`config.mk`:
```
export PLATFORM = sky130hd
export DESIGN_NAME = prom_loader
export DESIGN_NICKNAME = d
export VERILOG_FILES = /design/src/rtl/prom_pkg.sv /design/src/rtl/fifo2.sv /design/src/rtl/prom_loader.sv
export SDC_FILE = /design/constraint.sdc
export NUM_CORES = 1
export LEC_CHECK = 0
export ABC_AREA = 1
export CORE_MARGIN = 2
export CORE_UTILIZATION = 50
export DETAILED_ROUTE_END_ITERATION = 10
export GPL_TIMING_DRIVEN = 1
export PLACE_DENSITY = 0.82
export RECOVER_POWER = 100
export SYNTH_ARGS = -nofsm -noshare
export SYNTH_HDL_FRONTEND = slang
export SYNTH_HIERARCHICAL = 1
export SYNTH_SLANG_ARGS = --single-unit
```
`constraint.sdc`:
```
create_clock -name clk -period 3.08 [get_ports clk]
set_input_delay 0.308 -clock clk [delete_from_list [all_inputs] [get_ports clk]]
set_output_delay 0.308 -clock clk [all_outputs]
set_load 0.02 [all_outputs]
```
`src/rtl/prom_pkg.sv`:
```
// Shared definitions for the PROM boot-copy path: PROM geometry and loader states.
package prom_pkg;

  localparam int PROM_ADDR_W = 10;
  localparam int PROM_DATA_W = 32;

  typedef enum logic [1:0] {
    IDLE = 2'd0,
    RUN  = 2'd1,
    DONE = 2'd2
  } loader_state_t;

endpackage

```
`src/rtl/fifo2.sv`:
```
// Two-entry synchronous FIFO with first-word-fall-through head and
// simultaneous push/pop support.
module fifo2 #(
  parameter int W = 32
) (
  input  logic         clk,
  input  logic         rst,
  input  logic         push,
  input  logic         pop,
  input  logic [W-1:0] din,
  output logic [W-1:0] head,
  output logic [1:0]   count
);

  logic [W-1:0] mem [2];
  logic         wr_ptr;
  logic         rd_ptr;

  assign head = mem[rd_ptr];

  // NOTE: sequential state uses non-blocking assignments so every flop samples pre-edge values.
  always_ff @(posedge clk or posedge rst) begin
    if (rst) begin
      // NOTE: storage is reset only because it is two flops deep and the head must read zero after reset.
      mem[0] <= '0;
      mem[1] <= '0;
      wr_ptr <= 1'b0;
      rd_ptr <= 1'b0;
      count  <= 2'd0;
    end else begin
      if (push) begin
        mem[wr_ptr] <= din;
        wr_ptr      <= ~wr_ptr;
      end
      if (pop) begin
        rd_ptr <= ~rd_ptr;
      end
      case ({push, pop})
        2'b10:   count <= count + 2'd1;
        2'b01:   count <= count - 2'd1;
        default: count <= count;
      endcase
    end
  end

endmodule

```
`src/rtl/prom_loader.sv`:
```
// Boot-time copy engine: sweeps the PROM through its one-cycle-latency read port
// and streams each word into main memory over a valid/ready write port.
module prom_loader
  import prom_pkg::*;
#(
  parameter int          ADDR_W    = PROM_ADDR_W,
  parameter int          DATA_W    = PROM_DATA_W,
  parameter int          WORDS     = 1024,
  parameter logic [31:0] DEST_BASE = 32'h0
) (
  input  logic              clk,
  input  logic              rst,
  input  logic              start,
  output logic              busy,
  output logic              done,
  output logic              prom_ce,
  output logic [ADDR_W-1:0] prom_adr,
  input  logic [DATA_W-1:0] prom_data,
  output logic              mem_valid,
  input  logic              mem_ready,
  output logic [31:0]       mem_adr,
  output logic [DATA_W-1:0] mem_wdata
);

  localparam int                CNT_W   = ADDR_W + 1;
  localparam logic [CNT_W-1:0] WORDS_C = CNT_W'(WORDS);
  localparam logic [CNT_W-1:0] LAST_C  = CNT_W'(WORDS - 1);

  loader_state_t     state;
  logic [CNT_W-1:0]  rd_cnt;
  logic [CNT_W-1:0]  wr_cnt;
  logic              inflight;
  logic [1:0]        fifo_count;
  logic [DATA_W-1:0] fifo_head;
  logic              pop;
  logic [2:0]        pending;

  assign mem_valid = (state == RUN) && (fifo_count != 2'd0);
  assign pop       = mem_valid & mem_ready;

  // Words already buffered or in flight after this cycle's pop; a new read needs a free slot.
  assign pending   = 3'(fifo_count) + 3'(inflight) - 3'(pop);
  assign prom_ce   = (state == RUN) && (rd_cnt < WORDS_C) && (pending < 3'd2);
  assign prom_adr  = rd_cnt[ADDR_W-1:0];

  assign mem_adr   = DEST_BASE + (32'(wr_cnt) << 2);
  assign mem_wdata = fifo_head;

  fifo2 #(.W(DATA_W)) u_fifo (
    .clk   (clk),
    .rst   (rst),
    .push  (inflight),
    .pop   (pop),
    .din   (prom_data),
    .head  (fifo_head),
    .count (fifo_count)
  );

  always_ff @(posedge clk or posedge rst) begin
    if (rst) begin
      state    <= IDLE;
      rd_cnt   <= '0;
      wr_cnt   <= '0;
      inflight <= 1'b0;
      busy     <= 1'b0;
      done     <= 1'b0;
    end else begin
      inflight <= prom_ce;
      case (state)
        IDLE: begin
          if (start) begin
            state  <= RUN;
            rd_cnt <= '0;
            wr_cnt <= '0;
            busy   <= 1'b1;
          end
        end
        RUN: begin
          if (prom_ce) begin
            rd_cnt <= rd_cnt + 1'b1;
          end
          if (pop) begin
            wr_cnt <= wr_cnt + 1'b1;
            if (wr_cnt == LAST_C) begin
              state <= DONE;
              busy  <= 1'b0;
              done  <= 1'b1;
            end
          end
        end
        DONE: begin
          state <= IDLE;
          done  <= 1'b0;
        end
        default: begin
          state <= IDLE;
          busy  <= 1'b0;
          done  <= 1'b0;
        end
      endcase
    end
  end

endmodule

```
Word level (Yosys, flattened, before mapping)
Index checks and enable logic that the tools add are counted.
{"block": "word_totals", "reg_bits": 95, "in_bits": 36, "output_inout_bits": 78, "elab_cells": 74}
{"block": "classes", "addsub": 6, "n_lt_le_gt_ge": 5, "eq_ne": 9, "mux": 23, "bitwise_logic": 7, "n_reduce_logical": 13}
{"op": "$mux W32", "n": 4}
{"op": "$bwmux W64", "n": 1}
{"op": "$pmux W11 S2", "n": 2}
{"op": "$mux W11", "n": 3}
{"op": "$demux W32 S1", "n": 1}
{"op": "$add A11 B1 Y11 const B", "n": 2}
{"op": "$reduce_and A3 Y1", "n": 4}
{"op": "$eq A11 B10 Y1 const B", "n": 1}
{"op": "$lt A11 B11 Y1 const B", "n": 1}
{"op": "$pmux W2 S2", "n": 2}
{"op": "$mux W2", "n": 3}
{"op": "$ne A2 B2 Y1 const B", "n": 3}
{"op": "$reduce_bool A2 Y1", "n": 3}
{"op": "$mux W1", "n": 5}
{"op": "$eq A2 B1 Y1 const B", "n": 2}
{"op": "$eq A2 B2 Y1 const B", "n": 2}
{"op": "$ge A2 B2 Y1 const B", "n": 2}
{"op": "$logic_and A1 B1 Y1", "n": 4}
{"op": "$not A1 Y1", "n": 4}
{"op": "$not A1 Y2", "n": 2}
{"op": "$reduce_and A4 Y1", "n": 1}
{"op": "$add A2 B1 Y3", "n": 1}
{"op": "$lt A3 B2 Y1 const B", "n": 1}
{"op": "$pmux W1 S3", "n": 1}
{"op": "8 further kinds", "n": 8}

Depth between registers and ports, before layout
Gate-level depths: netlist (run 1).
{"block": "logic_depth", "ltp_word": 8, "ltp_mapped": 16, "mapped_depth_nobuf": 16}

Modules after synthesis
Netlist (run 1), hierarchy kept.
{"module": "fifo2", "instances": 1, "cells_each": 363, "area_per_inst_um2": 3090.5, "seq_area_each_um2": 1701.6}
{"module": "prom_loader", "instances": 1, "cells_each": 238, "area_per_inst_um2": 1765.4, "seq_area_each_um2": 675.6}

Worst setup path before layout (run 1)
No wires, ideal clock.
{"block": "synth_timing", "kind": "register -> output", "startpoint": "register state[1]", "endpoint": "output prom_ce", "arrival_time_ps": 2164, "t_required_ps": 2772, "slack_ps": 608, "stages_incl_launch_ff": 12, "cell_sequence": "dfrtp_1 > inv_1 > nand2_4 > clkinv_4 > nand3_4 > inv_1 > ha_1 > inv_1 > nand2_1 > fa_1 > nand2_1 > nor3_4"}
{"block": "synth_between", "elab_chain_len": 6, "word_cells_on_any_way": 7, "cone_classes": "add/sub: 1; order compare: 1; eq/ne: 1; bitwise: 1; reduce/logical: 3"}
{"element": "start: declaration", "line": "prom_loader.sv:29", "text": "loader_state_t state;"}
{"element": "start signal: assignment", "line": "prom_loader.sv:61", "text": "state <= IDLE;"}
{"element": "start signal: assignment", "line": "prom_loader.sv:72", "text": "state <= RUN;"}
{"element": "start signal: assignment", "line": "prom_loader.sv:85", "text": "state <= DONE;"}
{"element": "$eq A2 B1 Y1", "line": "prom_loader.sv:38", "text": "assign mem_valid = (state == RUN) && (fifo_count != 2'd0);"}
{"element": "$logic_and A1 B1 Y1", "line": "prom_loader.sv:38"}
{"element": "$and A1 B1 Y1", "line": "prom_loader.sv:39", "text": "assign pop = mem_valid & mem_ready;"}
{"element": "named net pop", "line": "prom_loader.sv:35", "text": "logic pop;"}
{"element": "$sub A3 B1 Y3", "line": "prom_loader.sv:42", "text": "assign pending = 3'(fifo_count) + 3'(inflight) - 3'(pop);"}
{"element": "$lt A3 B2 Y1", "line": "prom_loader.sv:43", "text": "assign prom_ce = (state == RUN) && (rd_cnt < WORDS_C) && (pending < 3'd2);"}
{"element": "$logic_and A1 B1 Y1", "line": "prom_loader.sv:43"}
{"element": "end: declaration", "line": "prom_loader.sv:16", "text": "output logic prom_ce,"}
The timed path passes the listed nets, and every way through them passes these cells.

Final worst setup path (run 1)
Ends and elaborated chain as after synthesis.

==> results of run 1 <==
==> critical path, delay by kind of cell (launching register included) <==
kind / cells / cell delay [ps]
buffers and inverters: 5 / 570
flip-flops: 1 / 370
AND/OR/NAND/NOR: 5 / 550
adder cells (fa/ha/maj): 2 / 710
==> worst min-delay path by stage <==
stage                endpoint  cells past startpoint
2_1_floorplan            busy                      1
3_3_place_gp             busy                      2
3_5_place_dp             done                      2
4_1_cts        u_fifo/mem[37]                      2
5_1_grt        u_fifo/mem[14]                      2
6_report                 busy                      2
==> cell usage after synthesis <==
master,instances,area (µm²)
nor2_1,29,108.9
o21ai_2,23,201.4
o21ai_1,11,55.05
nor4_1,1,6.260
nand3_2,1,10.01
dfrtp_1,95,2377
clkinv_4,1,8.760
nor3_1,1,5.000
inv_2,2,7.510
buf_4,31,232.7
a21oi_1,12,60.06
nand3_1,21,105.1
or2_1,1,6.260
xor2_1,3,26.28
nand4_1,4,25.02
buf_6,7,78.83
nand3_4,1,17.52
nand2_2,1,6.260
xnor2_1,1,8.760
nand2_1,162,608.1
nor3_4,1,16.27
ha_1,4,50.05
buf_2,5,25.02
o21ai_0,73,365.4
clkbuf_1,10,37.54
fa_1,1,20.02
inv_1,96,360.4
conb_1,1,3.750
nand2_4,2,22.52
==> cell type report <==
type                            count  area (µm²)
Tap cell                          129       161.4
Timing Repair Buffer               98       940.9
Multi-Input combinational cell    374        1714
Clock inverter                      6       43.79
Clock buffer                       10       137.6
Sequential cell                    95        2379
Fill cell                         868        3575
Inverter                           99       376.6
==> repair_timing <==
item                                    4_1_cts  5_1_grt
endpoints found under the setup margin        1        1
resized for setup                             1        2
hold buffers                                  0        0
==> registers in the layout, summed over array words and instances (netlist names), 2 cells and up <==
signal        count
rd_cnt           11
u_fifo/count      2
u_fifo/mem       64
wr_cnt           11
state             2
==> power breakdown <==
| group | switching (mW) | leakage [nW] | internal [mW] |
|---|---|---|---|
| logic | 1.75 | 1.74 | 1.13 |
| clock network | 0.433 | 0.0930 | 0.320 |
| registers | 0.463 | 1.18 | 1.80 |
==> stage by stage <==
stage / utilization / instance area, µm² / hold WS [ps]
2_1_floorplan: - / 4931 / 360.7
3_3_place_gp: 0.6111 / 5700 / 459.6
3_5_place_dp: 0.6111 / 5700 / 464.4
4_1_cts: 0.6304 / 5881 / 466.5
5_1_grt: 0.6168 / 5753 / 513.4
6_report: 0.6168 / 5753 / 488.0
==> kinds of logic (layout without fill, tap and decap cells) <==
group | count (synthesis) | after routing | share of synthesized area
and+or+nand+nor | 225 | 225 | 0.1930
buffers and inverters | 152 | 213 | 0.1546
AOI/OAI and AO/OA | 119 | 119 | 0.1404
DFF | 95 | 95 | 0.4896
adders and majority gates | 5 | 5 | 0.01443
xor gates and xnor gates | 4 | 4 | 0.007216
other | 1 | 21 | 0.0007723
==> routing by layer <==
layer  wire length [µm]  vias up  track usage
li1                   -     1958            -
met1               4519     1831       0.2600
met2               4887       94       0.3394
met3                485        2      0.04407
met4                 24        0      0.04821
met5                  0        -            0
==> cell usage in the layout (no fill, tap or decap), drive strengths merged, types with 17 or more instances in the layout <==
cell type / synthesis / layout
clkbuf: 10 / 17
clkdlybuf4s50: 0 / 34
conb: 1 / 21
dfrtp: 95 / 95
dlygate4sd3: 0 / 57
inv: 98 / 100
nand2: 165 / 165
nand3: 23 / 23
nor2: 29 / 29
o21ai: 107 / 107
==> reports/qor.yml, run 1 <==
worst_setup_path:
  r2r_end: "rd_cnt[5]"
  r2r_cells: 16
  worstPathArrival_ps: 2550
  critPathLaunchType: "flop"
  cp_max_fo: 7
  cp_slowest_cell: "fa_1"
  worstSetupStartpoint: "state[1]"
  setup.worst_path.end_class: "primary output"
  setup.worst_path.class: "reg -> out"
  path_common_cell: "inv_1"
  ff2ff_setup_slack_ps: 340
  crit_end: "prom_ce"
  slowest_delay_ps: 480
  crit_path_cell_trace: "inv_1, nand2_4, clkinv_4, nand3_4, inv_1, ha_1, inv_1, nand2_1, fa_1, nand2_1, nor3_4, clkbuf_2"
  crit_required_ps: 2770
  rr_startpoint: "state[1]"
sta:
  setup_viol: 0
  fmax_ghz: 0.3505
  finalCritPeriodShare: 0.9263
  fin_skew_ps: 11.13
  slew_violations: 65
  period_minus_slack_ps: 2853
  rsz0062_at_grt: "no"
  fin_ws_ps: 227.0
  hold_viol: 0
  tightest_slew_ps: 1840
  relSlewSlack: -0.2297
  tns_ps: 0
clock_tree:
  cts_max_path_buffers: 2
  clk_pin_slew_worst_paths_ps: 90
  postCtsSetupBuffers: 0
  htreeDepth: 3
  numCtsBuffers: 9
  root_buffer: "clkbuf_8"
  cts_tree: "done"
  clock-sinks: 95
  insertion_delay_ps: 350
floorplan:
  fp.dieW_um: 102.6
  die_y_um: 102.6
  io_pins: 114
  core-area_um2: 9328
  start_util: 0.5206
  dieArea_um2: 10520
  row_count: 35
synthesis:
  syn_inst: 601
  netlist_area_um2: 4856
  ys.warnings.count: 6
  synthDistinctLibCells: 29
  seq_area_frac_synth: 0.4896
  synth-seq-cells: 95
  synth_area_per_cell_um2: 8.080
finish:
  areaGrowthSynthToFinish_pct: 18.47
  final_cells: 811
  layout-drive-gt1-share: 0.03959
  diodes: 0
  layout.nets: 718
detailed_routing:
  vias: 3885
  drt_iter0_markers: 134
  viasPerCell: 4.790
  firstDrtPassIters: 4
  drc: 0
  postRouteAntennaNets: 0
  finalWirelength_mm: 9.917
  wl_per_cell_um: 12.23
placed_design:
  place_ws_ps: 12.74
  dp.final_hpwl_mm: 7.039
  portBuffers: 92
  place_inst: 795
  place.gp.congestion: 0.8526
global_routing:
  grt_max_degree: 66
  first_global_vias: 3834
  grt_use_total: 0.1987
  grt.overflow.total: 0
  grt_pass1_wl_mm: 16.73
  antenna_found_initial: 0
power_and_ir_drop:
  power.density_nw_per_um2: 1024
  power.leakage_nw: 3.008
  max-vdd-ir-drop_uv: 769.6
  total_power_mw: 5.892
worst_hold_path:
  hold_path_class: "reg -> reg"
  min_from: "busy"
status:
  violations: "capacitance limit, slew limit"
  status: "finished, violations left"
run:
  drv_cap: 1
No activity file was read; power rests on OpenSTA's default activity.
==> inputs of run 2 (changes only) <==
- CORE_UTILIZATION: 50 -> 52
- CTS_BUF_LIST: default -> sky130_fd_sc_hd__clkbuf_2
- PLACE_DENSITY: 0.82 -> 0.85
==> reports/qor.yml, run 2 (same netlist as run 1, synthesis figures left out) <==
sta:
  slew_violations: 134  # +110%
  period_minus_slack_ps: 2871  # +18.43 ps
  relSlewSlack: -0.2345  # -0.004850
  rsz0062_at_grt: "no"
  finalCritPeriodShare: 0.9323  # +0.005985
  tns_ps: 0  # unchanged
  hold_viol: 0  # unchanged
  fmax_ghz: 0.3483  # -0.64%
  tightest_slew_ps: 1847  # +7.258 ps
  fin_ws_ps: 208.6  # -18.43 ps
  setup_viol: 0  # unchanged
  fin_skew_ps: 17.40  # +6.263 ps
floorplan:
  dieArea_um2: 10130  # -3.7%
  io_pins: 114  # unchanged
  die_y_um: 100.6  # -1.9%
  core-area_um2: 9153  # -1.9%
  fp.dieW_um: 100.6  # -1.9%
  row_count: 35  # unchanged
  start_util: 0.5306  # +0.009963
power_and_ir_drop:
  max-vdd-ir-drop_uv: 982.3  # +28%
  total_power_mw: 5.935  # +0.72%
  p_int_mw: 3.280  # +0.98%
  switchingPower_mw: 2.655  # +0.40%
  p_sw_frac: 0.4473  # -0.001428
  pwr-share-clk: 0.114  # -0.014
  seqPwrFrac: 0.369  # -0.014
  combPwrFrac: 0.518  # +0.029
  power.leakage_nw: 3.027  # +0.65%
  power.density_nw_per_um2: 1031  # +0.63%
global_routing:
  first_global_vias: 3950  # +3.0%
  antenna_found_initial: 0  # unchanged
  grt_pass1_wl_mm: 17.31  # +3.5%
  grt_max_degree: 69  # +4.5%
  grt_use_total: 0.2107  # +0.01199
  grt.overflow.total: 0  # unchanged
worst_setup_path:
  path_buf_inv: 5  # unchanged
  r2r_cells: 16  # unchanged
  crit_required_ps: 2770  # about the same
  setup.worst_path.end_class: "primary output"
  critPathLaunchType: "flop"
  cp_slowest_cell: "fa_2"
  setup.worst_path.class: "reg -> out"
  worstPathArrival_ps: 2560  # about the same
  crit_path_cell_trace: "inv_2, nand2_4, clkinv_4, nand3_4, inv_1, ha_1, inv_1, nand2_1, fa_2, nand2_1, nor3_4, buf_6"
  slowest_delay_ps: 520  # +40 ps
  r2r_end: "rd_cnt[5]"
  ff2ff_setup_slack_ps: 420  # +80 ps
  crit_family: "adder cells"
  cp_max_fo: 5  # -2
  rr_startpoint: "state[1]"
placed_design:
  dp.final_hpwl_mm: 7.055  # +0.23%
  place.gp.congestion: 0.8473  # -0.62%
  portBuffers: 92  # unchanged
  place_ws_ps: 29.99  # +17.25 ps
run:
  drv_cap: 2  # +1
clock_tree:
  hold_buffers: 0  # unchanged
  root_buffer: "clkbuf_2"
  cts_max_path_buffers: 2  # unchanged
  cts_tree: "done"
  htreeDepth: 3  # unchanged
  clock-sinks: 95  # unchanged
  insertion_delay_ps: 530  # +180 ps
  clk_pin_slew_worst_paths_ps: 250  # +160 ps
  numCtsBuffers: 9  # unchanged
worst_hold_path:
  hold_end: "u_fifo/mem[7]"
  min_from: "prom_data[7]"
  hold_path_class: "in -> reg"
  whs_path_depth: 3  # +1
finish:
  layout_commonest_cell: "nand2_1"
  seq_area_um2: 2379  # unchanged
  layout-drive-gt1-share: 0.05370  # +0.01411
  largest_reg_flops: 64  # unchanged
  mostFrequentLayoutCells: "nand2_1 (163), o21ai_0 (105), inv_1 (94), dfrtp_1 (94), dlygate4sd3_1 (54)"
  multi_input_area_um2: 1714  # unchanged
  areaGrowthSynthToFinish_pct: 18.58  # about the same
  fillers: 837  # -3.6%
  layout.nets: 725  # +0.97%
  reg_top3: "u_fifo/mem x64, rd_cnt x11, wr_cnt x11"
  diodes: 0  # unchanged
  largest-register: "u_fifo/mem"
status:
  violations: "capacitance limit, slew limit"
  status: "finished, violations left"
detailed_routing:
  firstDrtPassIters: 4  # unchanged
  wl_per_cell_um: 12.72  # +4.0%
  finalWirelength_mm: 10.18  # +2.6%
  postRouteAntennaNets: 0  # unchanged
  drc: 0  # unchanged
  vias: 3948  # +1.6%
  drt_iter0_markers: 141  # +5.2%
  viasPerCell: 4.935  # +3.0%
-- run 2: cell types whose count changed in the layout (fill, tap and decap cells not counted), moves of 2 or more --
cell,delta
buf_4,+6
bufinv_16,+2
clkbuf_2,+9
clkbuf_8,-10
clkdlybuf4s50_1,+3
clkinv_1,+3
clkinv_2,-2
dlygate4sd3_1,-3
inv_1,-4
inv_2,+3
-- run 2: worst register-to-register path, stage by stage (launching register included) --
cell and delay, ps:
dfrtp_1 420, inv_2 90, nand2_4 80, clkinv_4 80
nand3_4 60, inv_1 70, ha_1 220, inv_1 50
nand2_1 60, fa_2 520, nand2_1 110, nor2_1 120
nand3_1 160, nand2_1 210, inv_1 160, nand2_1 90
o21ai_0 80
-- run 2: per-stage QoR --
| stage | instance area [µm²] | util | cells | hold WS (ps) |
|---|---|---|---|---|
| after detailed placement | 5698 | 0.6226 | 778 | 468.3 |
| after CTS | 5849 | 0.6391 | 797 | 146.7 |
| after floorplan | 4931 | - | 621 | 360.7 |
| final | 5758 | 0.6291 | 800 | 316.2 |
| after global routing | 5758 | 0.6291 | 800 | 260.4 |
| after global placement | 5698 | 0.6226 | 778 | 459.6 |
-- run 2: repair_timing --
item                       4_1_cts  5_1_grt
setup endpoints to repair        1        1
pin swaps                        0        2
hold endpoints to repair         0        0
buffers inserted                 3        3
resized for setup                5        6
-- run 2: how the worst max path moves through the flow --
stage	from	to	slack, ps	depth (start not counted)
2_1_floorplan	state[1]	prom_ce	610	11
3_3_place_gp	mem_ready	prom_ce	40	10
3_5_place_dp	mem_ready	prom_ce	30	10
4_1_cts	state[0]	prom_ce	30	11
5_1_grt	u_fifo/rd_ptr	mem_wdata[3]	10	4
6_report	state[1]	prom_ce	210	12
-- run 2: power groups by stage --
stage,clock (mW),combinational (mW),sequential (mW)
finish,0.675,3.07,2.19
global route,0.749,3.43,2.27
CTS,0.696,3.36,2.19
detailed placement,0,3.33,2.23
global placement,0,3.22,2.19
floorplan,0,2.20,2.14
-- run 2: final cells by class --
cell class / instances / area share
Tap cell: 111 / 0.02412
Sequential cell: 95 / 0.4131
Clock inverter: 6 / 0.01456
Timing Repair Buffer: 105 / 0.1764
Inverter: 99 / 0.06541
Multi-Input combinational cell: 374 / 0.2977
Clock buffer: 10 / 0.008692
-- run 2: per-layer routing --
metal  wire (µm)  global-route usage  vias to the layer above  share of wire
li1            -                   -                     1972              -
met1        4491              0.2678                     1858           0.44
met2        5072              0.3687                      111           0.50
met3         562             0.04646                        7          0.055
met4          51             0.04742                        0         0.0050
met5           0                   0                        -              0
